## config.mk

```make
export PLATFORM = sky130hd
export DESIGN_NAME = relm_fp_normalize
export DESIGN_NICKNAME = d
export VERILOG_FILES = /design/src/rtl/relm_fp_normalize.sv
export SDC_FILE = /design/constraint.sdc
export NUM_CORES = 1
export LEC_CHECK = 0
export CORE_MARGIN = 1.5
export CORE_UTILIZATION = 41
export CTS_CLUSTER_SIZE = 28
export DETAILED_ROUTE_END_ITERATION = 10
export PLACE_DENSITY = 0.73
export SLEW_MARGIN = 15
export SYNTH_ARGS = -nofsm -noshare
export SYNTH_HDL_FRONTEND = slang
export SYNTH_SLANG_ARGS = --single-unit
```

## constraint.sdc

```tcl
create_clock -name clk -period 10.66 [get_ports clk]
set_clock_uncertainty 0.1 [all_clocks]
set_input_delay 1.066 -clock clk [delete_from_list [all_inputs] [get_ports clk]]
set_output_delay 1.066 -clock clk [all_outputs]
set_load 0.01 [all_outputs]
```

## src/rtl/relm_fp_normalize.sv

```systemverilog
// relm_fp_normalize: post-normalisation and rounding stage for the ReLM
// floating-point datapath. Takes the raw ALU mantissa plus the packed
// sign/exponent/flag word, removes leading zeros a bounded number of bits
// per cycle, rounds to nearest-even and emits an IEEE-754 single word.
// Valid/ready handshake on both sides; one operation in flight at a time.
module relm_fp_normalize #(
  parameter int STEP = 8
) (
  input  logic        clk,
  input  logic        rst,
  input  logic        in_valid,
  output logic        in_ready,
  input  logic [31:0] in_m,
  input  logic [31:0] in_info,
  output logic        out_valid,
  input  logic        out_ready,
  output logic [31:0] out_data
);

  typedef enum logic [1:0] {
    IDLE  = 2'd0,
    NORM  = 2'd1,
    ROUND = 2'd2,
    DONE  = 2'd3
  } state_t;

  localparam logic [4:0] STEP_W = 5'(STEP);

  state_t             state, state_nxt;
  logic        [31:0] m, m_nxt;
  logic signed [9:0]  e, e_nxt;
  logic               s, s_nxt;
  logic               inf, inf_nxt;
  logic               zero, zero_nxt;
  logic        [31:0] data_nxt;

  logic        [4:0]  lz;
  logic        [4:0]  k;
  logic signed [9:0]  e_sub;
  logic               up;
  logic        [24:0] rsum;
  logic signed [9:0]  e_rnd;
  logic        [22:0] frac_rnd;

  // The low info bits carry nothing for this stage.
  logic unused_info;
  assign unused_info = ^in_info[20:0];

  assign in_ready  = (state == IDLE);
  assign out_valid = (state == DONE);

  // Leading-zero count of m[30:0]; the highest set bit wins, 31 if none.
  always_comb begin
    lz = 5'd31;
    for (int i = 0; i < 31; i++) begin
      if (m[i]) lz = 5'(30 - i);
    end
  end

  // Shift distance for this NORM cycle is capped at STEP.
  assign k     = (lz < STEP_W) ? lz : STEP_W;
  assign e_sub = e - $signed({5'd0, k});

  // Round to nearest even on the 24-bit significand with the hidden one
  // restored, so a carry out of bit 23 means the significand overflowed.
  assign up       = m[6] & ((|m[5:0]) | m[7]);
  assign rsum     = {1'b0, 1'b1, m[29:7]} + 25'(up);
  assign e_rnd    = rsum[24] ? (e + 10'sd1) : e;
  assign frac_rnd = rsum[24] ? 23'd0 : rsum[22:0];

  // Next-state and datapath updates for every FSM state.
  always_comb begin
    // NOTE: every variable gets its hold value first, so no path through the
    // case statement can leave one unassigned and infer a latch.
    state_nxt = state;
    m_nxt     = m;
    e_nxt     = e;
    s_nxt     = s;
    inf_nxt   = inf;
    zero_nxt  = zero;
    data_nxt  = out_data;

    case (state)
      IDLE: begin
        if (in_valid) begin
          s_nxt     = in_info[31];
          m_nxt     = in_m;
          e_nxt     = $signed({2'b00, in_info[30:23]});
          inf_nxt   = in_info[22];
          zero_nxt  = in_info[21];
          state_nxt = (in_info[22] | in_info[21]) ? ROUND : NORM;
        end
      end

      NORM: begin
        if (m == 32'd0) begin
          // Exact cancellation always yields +0.
          zero_nxt  = 1'b1;
          s_nxt     = 1'b0;
          state_nxt = ROUND;
        end else if (m[31]) begin
          // Carry out of the adder: shift right once, keep the sticky bit.
          m_nxt     = {1'b0, m[31:2], m[1] | m[0]};
          e_nxt     = e + 10'sd1;
          state_nxt = ROUND;
        end else if (m[30]) begin
          state_nxt = ROUND;
        end else begin
          m_nxt = m << k;
          e_nxt = e_sub;
          if (e_sub < 10'sd1) begin
            // Result would be denormal: flush to zero, sign kept.
            zero_nxt  = 1'b1;
            state_nxt = ROUND;
          end else if (k == lz) begin
            state_nxt = ROUND;
          end
        end
      end

      ROUND: begin
        if (inf && zero) begin
          data_nxt = 32'h7FC0_0000;
        end else if (inf) begin
          data_nxt = {s, 8'hFF, 23'd0};
        end else if (zero) begin
          data_nxt = {s, 31'd0};
        end else if (e_rnd >= 10'sd255) begin
          data_nxt = {s, 8'hFF, 23'd0};
        end else begin
          data_nxt = {s, e_rnd[7:0], frac_rnd};
        end
        state_nxt = DONE;
      end

      DONE: begin
        if (out_ready) state_nxt = IDLE;
      end

      default: state_nxt = IDLE;
    endcase
  end

  // State and datapath registers; reset aborts any operation in flight.
  always_ff @(posedge clk or posedge rst) begin
    if (rst) begin
      state    <= IDLE;
      m        <= '0;
      e        <= '0;
      s        <= 1'b0;
      inf      <= 1'b0;
      zero     <= 1'b0;
      out_data <= '0;
    end else begin
      // NOTE: non-blocking assignments so every register samples the values
      // computed from the pre-edge state, independent of statement order.
      state    <= state_nxt;
      m        <= m_nxt;
      e        <= e_nxt;
      s        <= s_nxt;
      inf      <= inf_nxt;
      zero     <= zero_nxt;
      out_data <= data_nxt;
    end
  end

endmodule

```

==> results of run 1 <==
## cell families (layout without fill, tap and decap cells)
group,count (synthesis),in the layout,synth area share
flip-flops,79,79,0.313
other,1,1,0.000593
adder cells (fa/ha/maj),12,12,0.0250
multiplexers,61,61,0.100
buffers and inverters,95,126,0.0669
XOR/XNOR,36,36,0.0499
AO/OA/AOI/OAI,228,228,0.253
AND/OR/NAND/NOR,237,237,0.191
## worst max path at each step
| stage | startpoint | end | slack (ns) | cells past startpoint |
|---|---|---|---|---|
| finish | m[25]$_DFFE_PP0P_ | state[0]$_DFFE_PP0P_ | 5.47 | 15 |
| global route | m[25]$_DFFE_PP0P_ | state[0]$_DFFE_PP0P_ | 5.21 | 15 |
| CTS | m[25]$_DFFE_PP0P_ | state[0]$_DFFE_PP0P_ | 5.49 | 15 |
| detailed placement | m[25]$_DFFE_PP0P_ | state[0]$_DFFE_PP0P_ | 5.52 | 15 |
| global placement | m[25]$_DFFE_PP0P_ | state[0]$_DFFE_PP0P_ | 5.62 | 15 |
| floorplan | m[19]$_DFFE_PP0P_ | state[0]$_DFFE_PP0P_ | 6.26 | 18 |
## layout make-up
type / instances / area [um^2] / area share
multi-input cells: 575 / 3920 / 0.534
flip-flops and latches: 79 / 1980 / 0.269
repair buffers: 88 / 861 / 0.117
well taps: 188 / 235 / 0.0320
clock buffers: 10 / 229 / 0.0312
inverters: 22 / 83.8 / 0.0114
clock inverters: 6 / 37.5 / 0.00511
## registers in the layout (all words and copies together) (netlist names)
register and cells:
e 10, out_data 32, s 1, state 2, inf 1, m 32
zero 1
## critical path: cells and delay by family (launching register included)
kind	cells	cell delay, ns
compound gates	6	1.57
simple gates	4	1.38
fa+ha+maj	2	0.72
flops	1	0.63
mux	2	0.60
buf+inv	1	0.06
## power groups by stage
stage / combinational (uW) / clock (uW) / sequential (uW)
floorplan: 1000 / 0 / 526
global placement: 1240 / 0 / 636
detailed placement: 1270 / 0 / 638
CTS: 1280 / 288 / 633
global route: 1410 / 301 / 662
finish: 1290 / 287 / 640
## stage by stage
stage,power [uW],instances
2_1_floorplan,1530,749
3_3_place_gp,1880,952
3_5_place_dp,1910,952
4_1_cts,2200,968
5_1_grt,2370,968
6_report,2220,968
## routing by layer
metal | up-vias | GRT usage | share of wire
met1 | 2896 | 0.333 | 0.44
li1 | 2830 | - | -
met5 | - | 0 | 0
met4 | 0 | 0.0889 | 0.032
met3 | 49 | 0.0465 | 0.077
met2 | 285 | 0.374 | 0.45
## placed cells by master (no fill, tap or decap), types with 6 or more instances in the layout
cell type	n
dfrtp_1	79
xor2_1	16
mux2i_1	53
clkdlybuf4s50_1	80
ha_1	10
a21oi_1	49
nand2b_1	9
nor4_1	7
a211o_1	8
and4_1	7
or3_1	12
nor2_1	50
a221oi_1	17
nand3_1	21
xnor2_1	20
a221o_1	11
nor3_1	38
a22oi_1	6
inv_1	18
o2bb2ai_1	21
buf_4	8
nand2_1	53
o21ai_0	47
nor2b_1	8
clkbuf_16	9
mux2_2	7
and2_1	8
and3_1	6
==> flow_metrics.env, run 1 <==
export IMPL_fin_worst_hold_slack_ns=0.384
export IMPL_overflow=0
export IMPL_cap_viol_max_count=0
export IMPL_min_to="out_data[9]$_DFFE_PP0P_"
export IMPL_synth_top_area_share=0.313
export IMPL_postCtsSetupRepairBufs=0
export IMPL_num_rows=45
export IMPL_setup_ws_ns=5.47
export IMPL_p_sw_uw=1090
export IMPL_io_buffers=80
export IMPL_reg2reg_depth=15
export IMPL_syn_nets=829
export IMPL_hold_path_class="reg2reg"
export IMPL_syn_area_per_cell_um2=8.44
export IMPL_drive_above_1_share=0.0603
export IMPL_n_fill_cell=1471
export IMPL_die_w_um=127
export IMPL_avgRoutedWirePerCell_um=19.6
export IMPL_detail_route_antenna_nets=0
export IMPL_start_util=0.417
export IMPL_cts_buffer_depth=2
export IMPL_drc_errors=0
export IMPL_totalWireLength_mm=19.0
export IMPL_path_cells="or4_1, nor2_8, a2111o_1, nand2_2, ha_1, inv_1, fa_1, a21o_1, a21oi_1, mux2i_1, o22ai_1, and4_1, a311o_1, o221ai_1, mux2_2"
export IMPL_cts_repair_resized=0
export IMPL_cp_arrival_ns=5.33
export IMPL_whs_path_depth=1
export IMPL_hpwl_mm=13.0
export IMPL_grt_pass1_vias=5698
export IMPL_synth_most_common_cell="dfrtp_1"
export IMPL_period_share=0.487
export IMPL_hold_buffers=0
export IMPL_r2r_setup_slack_ns=5.47
export IMPL_finalInstanceArea_mm2=0.00735
export IMPL_status="finished, final reports clean"
export IMPL_async_flop_share=1.00
export IMPL_max_stage_delay_ns=0.69
export IMPL_combPwrFrac=0.582
export IMPL_worstSkewPairLatency_ns=0.35
export IMPL_final_nets=855
export IMPL_synthTopCellsByCount="dfrtp_1 (79), mux2i_1 (53), nand2_1 (53), nor2_1 (51), a21oi_1 (49)"
export IMPL_synth_edff_count=0
export IMPL_synth_area_top_cells="dfrtp_1 (31%), mux2i_1 (8.4%), a21oi_1 (3.9%)"
export IMPL_path_clk_slew_ns=0.06
export IMPL_drt_vias_per_instance=6.26
export IMPL_slew_headroom=0.253
export IMPL_period_minus_slack_ns=5.19
export IMPL_cts_tree="yes"
export IMPL_tns_ns=0
export IMPL_sequentialPowerShare=0.289
export IMPL_diodes=0
export IMPL_vias=6060
export IMPL_ir_drop_mv=0.113
export IMPL_critPathLaunchType="flip-flop"
export IMPL_synthFlopType="dfrtp_1"
export IMPL_cp_required_ns=10.80
export IMPL_slew_viol_final=0
export IMPL_critPathCaptureType="flip-flop"
export IMPL_synth_cell_types=73
export IMPL_power_density_mw_per_mm2=302
export IMPL_cts_made_buffers=9
export IMPL_clkPwrFrac=0.129
export IMPL_switching_share=0.490
export IMPL_grt_max_degree=80
export IMPL_hold_violations=0
export IMPL_crit_slowest_cell="nand2_2"
export IMPL_intPower_uw=1130
export IMPL_dr_pass1_iters=6
export IMPL_core_mm2=0.0151
export IMPL_max_slew_worst_pin_slew_ns=1.12
export IMPL_drtIter0Drc=712
export IMPL_dpl_cell_area_mm2=0.00708
export IMPL_htreeDepth=3
export IMPL_netlist_instances=749
export IMPL_synth_seq_area_share=0.313
export IMPL_synth_area_mm2=0.00632
export IMPL_fmax_mhz=193
export IMPL_setup_worst_path_class="reg2reg"
export IMPL_yosys_warnings=0
export IMPL_setup_viol=0
export IMPL_pre_cts_ws_ns=5.52
export IMPL_ios=102
export IMPL_cts_sinks=79
export IMPL_die_h_um=127
export IMPL_synth_seq_cells=79
export IMPL_gp_congestion=0.942
export IMPL_die_area_mm2=0.0162
export IMPL_grt_use_total=0.240
export IMPL_hold_start="out_data[9]$_DFFE_PP0P_"
export IMPL_final_util=0.485
export IMPL_antenna_found_initial=0
export IMPL_cp_max_fo=33
export IMPL_yosysTopAreaCell="dfrtp_1"
export IMPL_regToRegStartpoint="m[25]$_DFFE_PP0P_"
export IMPL_r2r_end="state[0]$_DFFE_PP0P_"
export IMPL_leakage_uw=0.00295
export IMPL_rsz0062_at_grt="no"
export IMPL_synthToLayoutAreaGrowth_pct=16.3
export IMPL_cts_root_buf="clkbuf_16"
export IMPL_grt_pass1_wl_mm=30.8
No activity file was read; power rests on OpenSTA's default activity.
==> inputs of run 2 (changes only) <==
- clock period: 10.66 -> 5.35 ns (I/O delays scaled with it)
==> flow_metrics.env, run 2 (synthesis results as in run 1) <==
export IMPL_status="finished, final reports clean"
export IMPL_cts_tree="yes"
export IMPL_cp_max_fo=14
export IMPL_final_cell_mix="clkdlybuf4s50_1 (80), dfrtp_1 (79), mux2i_1 (53), nand2_1 (53), nor2_1 (50)"
export IMPL_r2r_end="state[0]$_DFFE_PP0P_"
export IMPL_crit_family="compound AO/OA/AOI/OAI gates"
export IMPL_detail_route_antenna_nets=0
export IMPL_p_sw_uw=2160
export IMPL_slew_viol_final=0
export IMPL_drtIter0Drc=522
export IMPL_setup_worst_path_class="reg2reg"
export IMPL_cts_repair_resized=0
export IMPL_core_mm2=0.0151
export IMPL_grt_max_degree=46
export IMPL_antenna_found_initial=0
export IMPL_cts_sinks=79
export IMPL_dp_cells=954
export IMPL_final_nets=857
export IMPL_cap_viol_max_count=0
export IMPL_worstSkewPairLatency_ns=0.35
export IMPL_vias=6047
export IMPL_drc_errors=0
export IMPL_drt_vias_per_instance=6.24
export IMPL_die_w_um=127
export IMPL_grt_use_total=0.248
export IMPL_setup_viol=0
export IMPL_drive_above_1_share=0.0615
export IMPL_cp_arrival_ns=4.59
export IMPL_register_area_mm2=0.00198
export IMPL_hpwl_mm=13.6
export IMPL_power_density_mw_per_mm2=602
export IMPL_fmax_mhz=224
export IMPL_die_h_um=127
export IMPL_combPwrFrac=0.580
export IMPL_diodes=0
export IMPL_slew_headroom=0.179
export IMPL_path_buf_inv=1
export IMPL_grt_pass1_vias=5717
export IMPL_period_share=0.833
export IMPL_dr_pass1_iters=5
export IMPL_postCtsSetupRepairBufs=0
export IMPL_cts_buffer_depth=2
export IMPL_num_rows=45
export IMPL_min_to="out_data[6]$_DFFE_PP0P_"
export IMPL_switching_share=0.488
export IMPL_period_minus_slack_ns=4.46
export IMPL_rsz0062_at_grt="no"
export IMPL_n_fill_cell=1472
export IMPL_hold_start="out_data[6]$_DFFE_PP0P_"
export IMPL_crit_slowest_cell="dfrtp_1"
export IMPL_synthToLayoutAreaGrowth_pct=16.5
export IMPL_sequentialPowerShare=0.292
export IMPL_gp_congestion=0.953
export IMPL_grt_pass1_wl_mm=31.6
export IMPL_max_stage_delay_ns=0.64
export IMPL_path_clk_slew_ns=0.06
export IMPL_critPathCaptureType="flip-flop"
export IMPL_fin_cells=969
export IMPL_ios=102
export IMPL_cts_root_buf="clkbuf_16"
export IMPL_start_util=0.417
export IMPL_io_buffers=80
export IMPL_hold_path_class="reg2reg"
export IMPL_tns_ns=0
export IMPL_whs_path_depth=1
export IMPL_overflow=0
export IMPL_regToRegStartpoint="m[26]$_DFFE_PP0P_"
export IMPL_cts_made_buffers=9
export IMPL_reg2reg_depth=15
export IMPL_leakage_uw=0.00296
export IMPL_die_area_mm2=0.0162
export IMPL_intPower_uw=2270
export IMPL_path_cells="or4_1, nor2_8, a2111o_1, nand2_2, ha_1, inv_1, fa_1, a21o_1, a21oi_1, mux2i_1, o22ai_1, and4_1, a311o_1, o221ai_1, mux2_2"
export IMPL_hold_buffers=0
export IMPL_multiInputGateArea_mm2=0.00392
export IMPL_top_regs="m: 32 flops, out_data: 32 flops, e: 10 flops"
export IMPL_avgRoutedWirePerCell_um=20.2
export IMPL_htreeDepth=3
export IMPL_final_common_cell="clkdlybuf4s50_1"
export IMPL_ir_drop_mv=0.241
export IMPL_critPathLaunchType="flip-flop"
export IMPL_r2r_setup_slack_ns=0.89
export IMPL_cp_required_ns=5.49
export IMPL_max_slew_worst_pin_slew_ns=1.23
export IMPL_hold_violations=0
export IMPL_totalWireLength_mm=19.5
export IMPL_clkPwrFrac=0.128
run 2: cell type report:
| type | instances | share of cell area |
|---|---|---|
| Inverter | 22 | 0.0114 |
| Timing Repair Buffer | 90 | 0.119 |
| Clock buffer | 11 | 0.0330 |
| Tap cell | 188 | 0.0320 |
| Sequential cell | 79 | 0.269 |
| Clock inverter | 4 | 0.00306 |
| Multi-Input combinational cell | 575 | 0.533 |
run 2: per-layer routing:
layer,up-vias,part of all wire,global-route usage
met2,270,0.45,0.380
met5,-,0,0
met3,37,0.068,0.0331
li1,2842,-,-
met4,0,0.025,0.0963
met1,2898,0.46,0.357
run 2: through the flow:
step | setup WS, ns | power, uW | instance area [um^2] | hold slack, ns | utilization
detailed placement | 0.946 | 3820 | 7090 | 0.377 | 0.468
floorplan | 0.954 | 3040 | 6320 | 0.388 | -
finish | 0.893 | 4430 | 7360 | 0.388 | 0.486
global placement | 1.00 | 3790 | 7090 | 0.373 | 0.468
CTS | 0.943 | 4400 | 7360 | 0.391 | 0.486
global route | 0.669 | 4750 | 7360 | 0.396 | 0.486
run 2: worst max path at each step:
stage,startpoint,to,slack (ns),depth (start not counted)
after global routing,m[26]$_DFFE_PP0P_,state[0]$_DFFE_PP0P_,0.67,15
after floorplan,m[19]$_DFFE_PP0P_,state[0]$_DFFE_PP0P_,0.95,18
final,m[26]$_DFFE_PP0P_,state[0]$_DFFE_PP0P_,0.89,15
after CTS,m[26]$_DFFE_PP0P_,state[0]$_DFFE_PP0P_,0.94,15
after detailed placement,m[26]$_DFFE_PP0P_,state[0]$_DFFE_PP0P_,0.95,15
after global placement,m[26]$_DFFE_PP0P_,state[0]$_DFFE_PP0P_,1.00,15
run 2: power groups by stage:
| stage | clock network [uW] | registers (uW) | logic [uW] |
|---|---|---|---|
| 2_1_floorplan | 0 | 1050 | 2000 |
| 3_3_place_gp | 0 | 1290 | 2500 |
| 3_5_place_dp | 0 | 1290 | 2530 |
| 4_1_cts | 577 | 1280 | 2550 |
| 5_1_grt | 601 | 1340 | 2810 |
| 6_report | 568 | 1290 | 2570 |
==> inputs of run 3 (changes only) <==
- clock period: 5.35 -> 4.6 ns (I/O delays scaled with it)
==> flow_metrics.env, run 3 (synthesis results as in run 1) <==
export IMPL_grt_max_degree=56
export IMPL_synthToLayoutAreaGrowth_pct=19.3
export IMPL_dpl_cell_area_mm2=0.00721
export IMPL_core_mm2=0.0151
export IMPL_hold_violations=0
export IMPL_cts_made_buffers=9
export IMPL_grt_pass1_wl_mm=32.2
export IMPL_overflow=0
export IMPL_cp_arrival_ns=4.44
export IMPL_path_clk_slew_ns=0.06
export IMPL_die_h_um=127
export IMPL_multiInputGateArea_mm2=0.00392
export IMPL_final_common_cell="clkdlybuf4s50_1"
export IMPL_postCtsSetupRepairBufs=0
export IMPL_drt_vias_per_instance=6.21
export IMPL_critPathCaptureType="flip-flop"
export IMPL_diodes=0
export IMPL_antenna_found_initial=0
export IMPL_hold_path_class="reg2reg"
export IMPL_period_share=0.934
export IMPL_drc_errors=0
export IMPL_fmax_mhz=233
export IMPL_rsz0062_at_grt="no"
export IMPL_htreeDepth=3
export IMPL_io_buffers=80
export IMPL_dr_pass1_iters=5
export IMPL_cts_repair_resized=0
export IMPL_cap_viol_max_count=0
export IMPL_pre_cts_ws_ns=0.370
export IMPL_start_util=0.417
export IMPL_ir_drop_mv=0.259
export IMPL_cts_sinks=79
export IMPL_final_nets=872
export IMPL_gp_congestion=0.967
export IMPL_die_w_um=127
export IMPL_setup_ws_ns=0.303
export IMPL_status="finished, final reports clean"
export IMPL_leakage_uw=0.00306
export IMPL_drive_above_1_share=0.0803
export IMPL_avgRoutedWirePerCell_um=20.1
export IMPL_hpwl_mm=13.9
export IMPL_vias=6120
export IMPL_worstSkewPairLatency_ns=0.36
export IMPL_cts_root_buf="clkbuf_16"
export IMPL_top_regs="m: 32 flops, out_data: 32 flops, e: 10 flops"
export IMPL_dp_cells=969
export IMPL_hold_buffers=0
export IMPL_final_cell_mix="clkdlybuf4s50_1 (80), dfrtp_1 (79), mux2i_1 (53), nand2_1 (53), nor2_1 (51)"
export IMPL_tns_ns=0
export IMPL_grt_use_total=0.254
export IMPL_slew_viol_final=0
export IMPL_slew_headroom=0.223
export IMPL_cts_tree="yes"
export IMPL_cp_max_fo=7
export IMPL_register_area_mm2=0.00198
export IMPL_cts_buffer_depth=2
export IMPL_cp_required_ns=4.74
export IMPL_n_fill_cell=1428
export IMPL_finalInstanceArea_mm2=0.00754
export IMPL_setup_worst_path_class="reg2reg"
export IMPL_fin_cells=985
export IMPL_num_rows=45
export IMPL_max_slew_worst_pin_slew_ns=1.16
export IMPL_power_density_mw_per_mm2=715
export IMPL_die_area_mm2=0.0162
export IMPL_grt_pass1_vias=5889
export IMPL_r2r_setup_slack_ns=0.30
export IMPL_totalWireLength_mm=19.8
export IMPL_critPathLaunchType="flip-flop"
export IMPL_detail_route_antenna_nets=0
export IMPL_period_minus_slack_ns=4.30
export IMPL_ios=102
export IMPL_setup_viol=0
export IMPL_drtIter0Drc=784
-- run 3: power breakdown --
group / switching (uW) / total (uW) / leakage (uW) / internal [uW]
Sequential: 415 / 1400 / 0.000945 / 986
Combinational: 1850 / 3180 / 0.00196 / 1330
Clock: 303 / 807 / 0.000158 / 504
Total: 2570 / 5390 / 0.00306 / 2820
-- run 3: worst paths after layout --
kind                                          start                        to  cells after the start
min in group asynchronous                       rst  out_data[20]$_DFFE_PP0P_                      2
max                               m[24]$_DFFE_PP0P_      state[0]$_DFFE_PP0P_                     15
max in group asynchronous                       rst          e[6]$_DFFE_PP0P_                      3
min reg2reg                out_data[15]$_DFFE_PP0P_  out_data[15]$_DFFE_PP0P_                      1
min                        out_data[15]$_DFFE_PP0P_  out_data[15]$_DFFE_PP0P_                      1
max reg2reg                       m[24]$_DFFE_PP0P_      state[0]$_DFFE_PP0P_                     15
-- run 3: final cells by class --
type,instances,area share
Multi-Input combinational cell,575,0.520
Sequential cell,79,0.262
Timing Repair Buffer,105,0.131
Clock buffer,11,0.0335
Tap cell,188,0.0312
Inverter,22,0.0111
Clock inverter,5,0.0106
-- run 3: metrics by stage --
step / total power (uW) / hold WS, ns / utilization
2_1_floorplan: 3540 / 0.388 / -
3_3_place_gp: 4480 / 0.373 / 0.476
3_5_place_dp: 4530 / 0.376 / 0.476
4_1_cts: 5350 / 0.393 / 0.498
5_1_grt: 5790 / 0.398 / 0.498
6_report: 5390 / 0.386 / 0.498
-- run 3: layer usage --
metal	up-vias	track usage	part of all wire
li1	2872	-	-
met5	-	0	0
met2	298	0.384	0.45
met4	0	0.0849	0.017
met3	25	0.0486	0.079
met1	2925	0.365	0.45
-- run 3: critical path, stage by stage (launching register included) --
cell and delay [ns]:
dfrtp_1 0.49, or4_1 0.43, nor2_8 0.07, a2111o_1 0.37, nand2_2 0.09, ha_1 0.17
inv_1 0.06, fa_1 0.42, a21o_1 0.18, a21oi_1 0.29, mux2i_1 0.22, o22ai_1 0.08
and4_1 0.22, a311o_1 0.35, o221ai_1 0.28, mux2_2 0.37
